## src/rtl/mini_cpu_pkg.sv

```systemverilog
// Shared definitions for the mini CPU pipeline: FSM encoding, hazard-control constants
// and the pipeline-control bundle driven by hazard_ctrl.
package mini_cpu_pkg;

    localparam int unsigned REG_ADDR_W = 5;
    localparam int unsigned WAIT_W     = 8;
    localparam int unsigned CNT_W      = 16;

    localparam logic [REG_ADDR_W-1:0] REG_ZERO = 5'd0;
    localparam logic [WAIT_W-1:0]     TIMEOUT  = 8'd255;

    typedef enum logic [1:0] {
        ST_RUN      = 2'd0,
        ST_MEM_WAIT = 2'd1,
        ST_ERROR    = 2'd2
    } hz_state_e;

    typedef struct packed {
        logic pc_hold;
        logic if_id_hold;
        logic if_id_flush;
        logic id_ex_valid;
        logic id_ex_flush;
        logic ex_mem_valid;
        logic mem_wb_flush;
    } pipe_ctrl_t;

    // Full freeze of the front end while data memory is busy; MEM/WB gets a bubble.
    localparam pipe_ctrl_t CTRL_STALL = pipe_ctrl_t'(7'b1100001);

    // Control when memory is not stalling: redirect beats load-use, otherwise flow.
    function automatic pipe_ctrl_t ctrl_flow(input logic redirect, input logic load_use);
        pipe_ctrl_t c;
        c              = '0;
        c.id_ex_valid  = 1'b1;
        c.ex_mem_valid = 1'b1;
        if (redirect) begin
            c.if_id_flush = 1'b1;
            c.id_ex_flush = 1'b1;
        end else if (load_use) begin
            c.pc_hold     = 1'b1;
            c.if_id_hold  = 1'b1;
            c.id_ex_flush = 1'b1;
        end
        return c;
    endfunction

endpackage

```

## src/rtl/sat_counter16.sv

```systemverilog
// 16-bit event counter that sticks at all-ones instead of wrapping.
module sat_counter16
    import mini_cpu_pkg::*;
(
    input  logic             clk,
    input  logic             reset,
    input  logic             inc,
    output logic [CNT_W-1:0] count
);

    localparam logic [CNT_W-1:0] CNT_MAX = '1;

    logic [CNT_W-1:0] r_count;

    always_ff @(posedge clk) begin
        if (reset) begin
            r_count <= '0;
        end else if (inc && (r_count != CNT_MAX)) begin
            r_count <= r_count + CNT_W'(1);
        end
    end

    assign count = r_count;

endmodule

```

## src/rtl/hazard_ctrl.sv

```systemverilog
// Pipeline hazard controller: load-use interlock, branch redirect flush and data-memory
// wait handling with a watchdog that parks the pipeline in ERROR on a stuck access.
module hazard_ctrl
    import mini_cpu_pkg::*;
(
    input  logic                  clk,
    input  logic                  reset,
    input  logic [REG_ADDR_W-1:0] id_rs1_addr,
    input  logic [REG_ADDR_W-1:0] id_rs2_addr,
    input  logic                  id_rs1_used,
    input  logic                  id_rs2_used,
    input  logic                  ex_mem_read,
    input  logic [REG_ADDR_W-1:0] ex_rd_addr,
    input  logic                  ex_redirect,
    input  logic                  mem_req,
    input  logic                  mem_ready,
    output logic                  pc_hold,
    output logic                  if_id_hold,
    output logic                  if_id_flush,
    output logic                  id_ex_valid,
    output logic                  id_ex_flush,
    output logic                  ex_mem_valid,
    output logic                  mem_wb_flush,
    output logic                  mem_timeout,
    output logic [CNT_W-1:0]      stall_cycles,
    output logic [CNT_W-1:0]      flush_count,
    output logic [1:0]            state
);

    hz_state_e         r_state;
    hz_state_e         w_state_next;
    logic [WAIT_W-1:0] r_wait_cnt;
    logic [WAIT_W-1:0] w_wait_next;
    logic              r_mem_timeout;
    logic              w_load_use;
    logic              w_mem_stall;
    pipe_ctrl_t        w_ctrl;

    assign w_load_use = ex_mem_read && (ex_rd_addr != REG_ZERO) &&
                        ((id_rs1_used && (id_rs1_addr == ex_rd_addr)) ||
                         (id_rs2_used && (id_rs2_addr == ex_rd_addr)));
    assign w_mem_stall = mem_req && !mem_ready;

    always_ff @(posedge clk) begin
        if (reset) begin
            r_state       <= ST_RUN;
            r_wait_cnt    <= '0;
            r_mem_timeout <= 1'b0;
        end else begin
            r_state    <= w_state_next;
            r_wait_cnt <= w_wait_next;
            if (w_state_next == ST_ERROR) begin
                r_mem_timeout <= 1'b1;
            end
        end
    end

    // Mealy control: outputs react to this cycle's hazards; reset forces all-zero control.
    always_comb begin
        w_state_next = r_state;
        w_wait_next  = r_wait_cnt;
        w_ctrl       = '0;
        if (!reset) begin
            unique case (r_state)
                ST_RUN: begin
                    if (w_mem_stall) begin
                        w_ctrl       = CTRL_STALL;
                        w_state_next = ST_MEM_WAIT;
                        w_wait_next  = '0;
                    end else begin
                        w_ctrl = ctrl_flow(ex_redirect, w_load_use);
                    end
                end
                ST_MEM_WAIT: begin
                    if (!mem_ready) begin
                        // EX is frozen, so a pending redirect waits for the access to finish.
                        w_ctrl = CTRL_STALL;
                        if (r_wait_cnt == TIMEOUT) begin
                            w_state_next = ST_ERROR;
                        end else begin
                            w_wait_next = r_wait_cnt + WAIT_W'(1);
                        end
                    end else begin
                        w_ctrl       = ctrl_flow(ex_redirect, w_load_use);
                        w_state_next = ST_RUN;
                    end
                end
                ST_ERROR: begin
                    w_ctrl = CTRL_STALL;
                end
                default: begin
                    w_ctrl       = CTRL_STALL;
                    w_state_next = ST_ERROR;
                end
            endcase
        end
    end

    sat_counter16 u_stall_cnt (
        .clk   (clk),
        .reset (reset),
        .inc   (w_ctrl.pc_hold),
        .count (stall_cycles)
    );

    sat_counter16 u_flush_cnt (
        .clk   (clk),
        .reset (reset),
        .inc   (w_ctrl.if_id_flush),
        .count (flush_count)
    );

    assign pc_hold      = w_ctrl.pc_hold;
    assign if_id_hold   = w_ctrl.if_id_hold;
    assign if_id_flush  = w_ctrl.if_id_flush;
    assign id_ex_valid  = w_ctrl.id_ex_valid;
    assign id_ex_flush  = w_ctrl.id_ex_flush;
    assign ex_mem_valid = w_ctrl.ex_mem_valid;
    assign mem_wb_flush = w_ctrl.mem_wb_flush;
    assign mem_timeout  = r_mem_timeout;
    assign state        = 2'(r_state);

endmodule
```

## config.mk

```make
export PLATFORM = sky130hd
export DESIGN_NAME = hazard_ctrl
export DESIGN_NICKNAME = d
export VERILOG_FILES = /design/src/rtl/mini_cpu_pkg.sv /design/src/rtl/sat_counter16.sv /design/src/rtl/hazard_ctrl.sv
export SDC_FILE = /design/constraint.sdc
export NUM_CORES = 1
export LEC_CHECK = 0
export ABC_AREA = 1
export ABC_CLOCK_PERIOD_IN_PS = 2900
export BUFFER_PORTS_ARGS = -buffer_cell sky130_fd_sc_hd__buf_2
export CORE_ASPECT_RATIO = 1.5
export CORE_MARGIN = 8
export CORE_UTILIZATION = 37
export DETAILED_ROUTE_END_ITERATION = 12
export PLACE_DENSITY_LB_ADDON = 0.05
export SETUP_SLACK_MARGIN = 0.02
export SYNTH_ARGS = -nofsm -noshare
export SYNTH_HDL_FRONTEND = slang
export SYNTH_HIERARCHICAL = 1
export SYNTH_SLANG_ARGS = --single-unit
```

## constraint.sdc

```tcl
create_clock -name clk -period 2.9 [get_ports clk]
set_clock_uncertainty 0.05 [all_clocks]
set_input_delay 0.435 -clock clk [delete_from_list [all_inputs] [get_ports clk]]
set_output_delay 0.435 -clock clk [all_outputs]
set_load 0.02 [all_outputs]
```

* Word level (Yosys, flattened, before mapping)
Cells that the tools add are included.
Storage, ports and cells: register bits 43, input bits 23, output and inout port bits 42
Operators by class: add/subtract/negate cells 3, equal/unequal tests 11, multiplexer cells 18, reductions and logical operators 13
Operators by type and width (number):
- 16-bit by 1-bit adder with 16-bit output (second input constant) | 2
- 16-bit inequality test (second input constant) | 2
- 8-bit two-way mux | 3
- 7-bit two-way mux | 3
- 8-bit one-hot mux with 2 select lines | 1
- 7-bit one-hot mux with 2 select lines | 1
- 2-bit two-way mux | 6
- 5-bit == test | 2
- 8-bit by 1-bit adder with 8-bit output (second input constant) | 1
- 8-bit == test (second input constant) | 1
- 1-bit logical AND | 7
- 2-bit inequality test (second input constant) | 3
- 2-bit one-hot mux with 3 select lines | 1
- 5-bit nonzero test | 1
- 2-bit == test (second input constant) | 2
- 4-bit AND reduction | 1
- 1-bit two-way mux | 3
- 2-bit by 1-bit == test with 1-bit output (second input constant) | 1
- 2-bit logical NOT | 1
- 2-bit nonzero test | 1
- 1-bit logical NOT | 1
- 1-bit logical OR | 1

* Depth between registers and ports, before layout
word-level depth 10, mapped depth 16

* By module
The synthesis kept the hierarchy.
By module, submodules not included:
- sat_counter16 | instances 2, cells an instance 149, area each 929.6 um^2
- hazard_ctrl | instances 1, cells an instance 152, area each 888.4 um^2

* Worst setup path before layout
OpenSTA, ideal clock, no wires.
path kind reg2reg, start point reg r_state[1] (netlist: state[1]), end point reg u_flush_cnt.r_count[13] (netlist: u_flush_cnt/count[13]), setup time 115 ps, arrival time 2156 ps, required time 2735 ps, path slack 579 ps, stages on the path, launching flop included 13, buffers on the path 1, period minus slack after synthesis 2321 ps, cell sequence dfxtp_1 inv_1 nand2_1 nor2_1 nand2_1 inv_1 buf_2 nand3_1 or2_0 nor2_1 nand3_1 nand2_1 nor2_1
On the way: word-level cells in the longest chain between the ends 4, elaborated cells on any way between the ends 5, those cells by class eq/ne: 1; mux: 2; reduce/logical: 2
RTL lines:
- start, declared | line hazard_ctrl.sv:30 | hz_state_e r_state;
- start signal, assigned | line hazard_ctrl.sv:50 | r_state <= w_state_next;
- 2-bit by 1-bit == test with 1-bit output or 2-bit logical NOT (tied branches) | line hazard_ctrl.sv:64 | unique case (r_state)
- 7-bit one-hot mux with 2 select lines * | line hazard_ctrl.sv:64
- 7-bit two-way mux * | line hazard_ctrl.sv:63 | if (!reset) begin
- named net if_id_flush | line hazard_ctrl.sv:19 | output logic if_id_flush,
- 1-bit logical AND * | line sat_counter16.sv:18 | end else if (inc && (r_count != CNT_MAX)) begin
- end signal, assigned | line sat_counter16.sv:19 | r_count <= r_count + CNT_W'(1);
- end, declared | line sat_counter16.sv:13 | logic [CNT_W-1:0] r_count;
Mark *: on every way through the listed nets, which the timed path passes. The rest lies on a longest branch. A chain may end at the register's enable or synchronous reset.

* Worst setup path after layout
start point reg r_state[1] (netlist: state[1]), end point out if_id_flush
On the way: word-level cells in the longest chain between the ends 3, elaborated cells on any way between the ends 4, those cells by class eq/ne: 1; mux: 2; reduce/logical: 1
RTL lines (line):
- 2-bit by 1-bit == test with 1-bit output or 2-bit logical NOT (tied branches) | hazard_ctrl.sv:64
- 7-bit one-hot mux with 2 select lines * | hazard_ctrl.sv:64
- 7-bit two-way mux * | hazard_ctrl.sv:63
- end, declared | hazard_ctrl.sv:19
Every way passes the cells marked *; elsewhere a longest branch is shown, timed or not.

==> reports/metrics.yaml <==
clock_network:
  cts_num_sinks: 43
  clk_latency_ns: 0.30
  post-cts-setup-buffers: 0
  clockBufferDepth: 2
  clock-root-buffer: "clkbuf_8"
  cts_hold_buf: 0
  tritoncts: "built"
  path_clk_slew_ns: 0.09
  htree_levels: 2
  cts_resized: 0
  cts_inserted_buffers: 5
grt:
  antenna_found_initial: 0
  grtUsageMet3: 0.03034
  gr-usage-met1: 0.1542
  grt_usage: 0.1426
  gr-total-overflow: 0
  grt_pass1_vias: 2881
  grt_max_degree: 17
  top_usage_layer: "met2"
  grt_pass1_wl_mm: 12.42
  globalRouteMet2Util: 0.2671
die:
  chipHeight_um: 121.5
  core_mm2: 0.007227
  num_rows: 38
  start_util: 0.3802
  io_pins: 65
  dieWidth_um: 86.36
  dieArea_mm2: 0.01050
layout:
  num-nets-final: 540
  area_growth_pct: 17.80
  fin_util: 0.4479
  antenna_cells: 0
  drive_gt1_frac: 0.2237
synthesis:
  synth_top_family_by_area: "simple AND/OR/NAND/NOR gates"
  synth-simple-area-share: 0.5273
  yosys_warnings: 6
  synth_flop_cell: "dfxtp_1"
  synthCells: 450
  synth_mux_area_frac: 0
  synth.distinct_cells: 28
  synth_fp_nets: 476
  synthArstFlopShare: 0
  synth_area_per_cell_um2: 6.106
  synthAdderAreaFrac: 0.01366
  synth_compound_area_frac: 0.05965
  synth_seq_area_share: 0.3133
  synth-seq-cells: 43
  synth_xor_area_frac: 0.01275
  netlist_area_mm2: 0.002748
  synth_edf_count: 0
sta:
  setup_slack_ns: 0.5954
  max_freq_mhz: 433.9
  tns_ns: 0
  fin_crit_sh: 0.7947
  slew_violations: 0
  rsz0062_at_grt: "false"
  slew_headroom: 0.6340
  min_period_ns: 2.305
  setup_viol: 0
  hold_viol: 0
  worst_pin_slew_ns: 0.5485
detailed_routing:
  drt_wl_total_mm: 7.081
  vias: 2827
  ant_nets: 0
  drc: 0
  wl_per_cell_um: 11.53
  drt_iter0_drc: 111
  avgViaCountPerCell: 4.604
  first_pass_iters: 6
setup_path:
  reg2reg_to: "u_flush_cnt/count[14]"
  r2r_slack_ns: 0.75
  crit_type: "flop to primary output"
  critPathMaxFanout: 9
  arrival_ns: 1.82
  cp-start-kind: "flop"
  r2r_cells: 12
  endpoint_kind: "primary output"
  rr_startpoint: "state[1]"
  required_ns: 2.41
placed_design:
  pre_cts_ws_ns: 0.5833
  io_buffers: 64
  gp_congestion: 0.7739
  dp_hpwl_mm: 5.574
job:
  drv_cap: 0
pwr:
  leakagePower_nw: 1.482
  power.density_mw_per_mm2: 347.5
  peakVddDrop_v: 0.0001813
worst_hold_path:
  hp-class: "flop to flop"
  min_from: "mem_timeout"
  hold_path_end: "mem_timeout"
  worstHoldPathCells: 2
run_status:
  status: "completed"
[critical path: stages, from the launching register on]
cell	delay, ns
dfxtp_1	0.35
inv_1	0.16
nand2_1	0.15
nor2_1	0.25
nand2_1	0.11
inv_1	0.27
buf_2	0.24
[worst max-delay path by stage]
| stage | from | to | slack, ns | depth (start not counted) |
|---|---|---|---|---|
| after detailed placement | mem_req | u_flush_cnt/count[13] | 0.58 | 12 |
| after global routing | state[0] | if_id_flush | 0.38 | 6 |
| final | state[1] | if_id_flush | 0.60 | 6 |
| after floorplan | state[1] | u_flush_cnt/count[13] | 0.58 | 12 |
| after global placement | mem_req | u_flush_cnt/count[14] | 0.60 | 13 |
| after CTS | state[1] | if_id_flush | 0.56 | 6 |
[logic make-up (layout without fill, tap and decap cells)]
group / count (synthesis) / after routing
simple gates: 320 / 320
compound gates: 31 / 31
fa+ha+maj: 3 / 3
buf+inv: 49 / 113
xor+xnor: 4 / 4
flops: 43 / 43
[synth_stat cells, types with 3 or more instances]
cell type	number	area [µm²]
xor2_1	3	26.28
nand3_2	3	30.03
nor2_1	100	375.4
ha_1	3	37.54
o21ai_0	6	30.03
dfxtp_1	43	860.8
nand4_1	8	50.05
nand2_1	134	503.0
o21ai_1	3	15.01
inv_1	40	150.1
nor2_2	23	143.9
nand3_1	32	160.2
nand2_2	6	37.54
nor2_4	6	67.56
a21oi_1	19	95.09
[registers in the layout (all words and copies together) (netlist names)]
| register | count |
|---|---|
| mem_timeout | 1 |
| state | 2 |
| u_stall_cnt/count | 16 |
| r_wait_cnt | 8 |
| u_flush_cnt/count | 16 |
[power by group]
group          switching [mW]  total (mW)  internal [mW]
registers             0.00696       0.604          0.597
logic                  0.0810       0.125         0.0436
clock network           0.209       0.396          0.187
total                   0.297        1.12          0.828
[layout by cell type, fill, tap and decap left out]
cell type,netlist,routed
nand4_1,8,8
nand3_1,32,32
buf_2,2,64
o21ai_1,3,3
clkinv_2,0,1
nor2_1,100,100
a21oi_1,19,19
ha_1,3,3
nor2_2,23,23
a21oi_2,1,1
inv_2,2,2
o21bai_1,2,2
xor2_1,3,3
dfxtp_1,43,43
nor3b_1,1,1
nor3_1,2,2
xnor2_1,1,1
inv_1,40,40
nor2_4,6,6
nand3_2,3,3
o21ai_0,6,6
nand2_2,6,6
clkbuf_8,0,6
nand2_1,134,134
or2_0,2,2
nor2_8,2,2
nand2_4,1,1
[stage by stage]
stage	hold slack (ns)	cells	instance area, µm²	power, mW
after floorplan	0.4339	450	2748	0.7024
after CTS	0.4070	614	3237	1.151
final	0.4037	614	3237	1.125
after detailed placement	0.3923	607	3149	0.7444
after global routing	0.4290	614	3237	1.188
after global placement	0.3907	607	3149	0.7428
[layout make-up]
type / instances / area, µm²
clock buffers: 6 / 82.58
clock inverters: 1 / 5.005
fillers: 814 / 3990
inverters: 42 / 157.7
multi-input cells: 358 / 1685
flip-flops and latches: 43 / 860.8
well taps: 100 / 125.1
repair buffers: 64 / 320.3
[per-layer routing]
metal | part of all wire | vias to the layer above
li1 | - | 1526
met1 | 0.44 | 1246
met2 | 0.51 | 50
met3 | 0.045 | 5
met4 | 0.010 | 0
met5 | 0 | -
No activity file was read; power rests on OpenSTA's default activity.
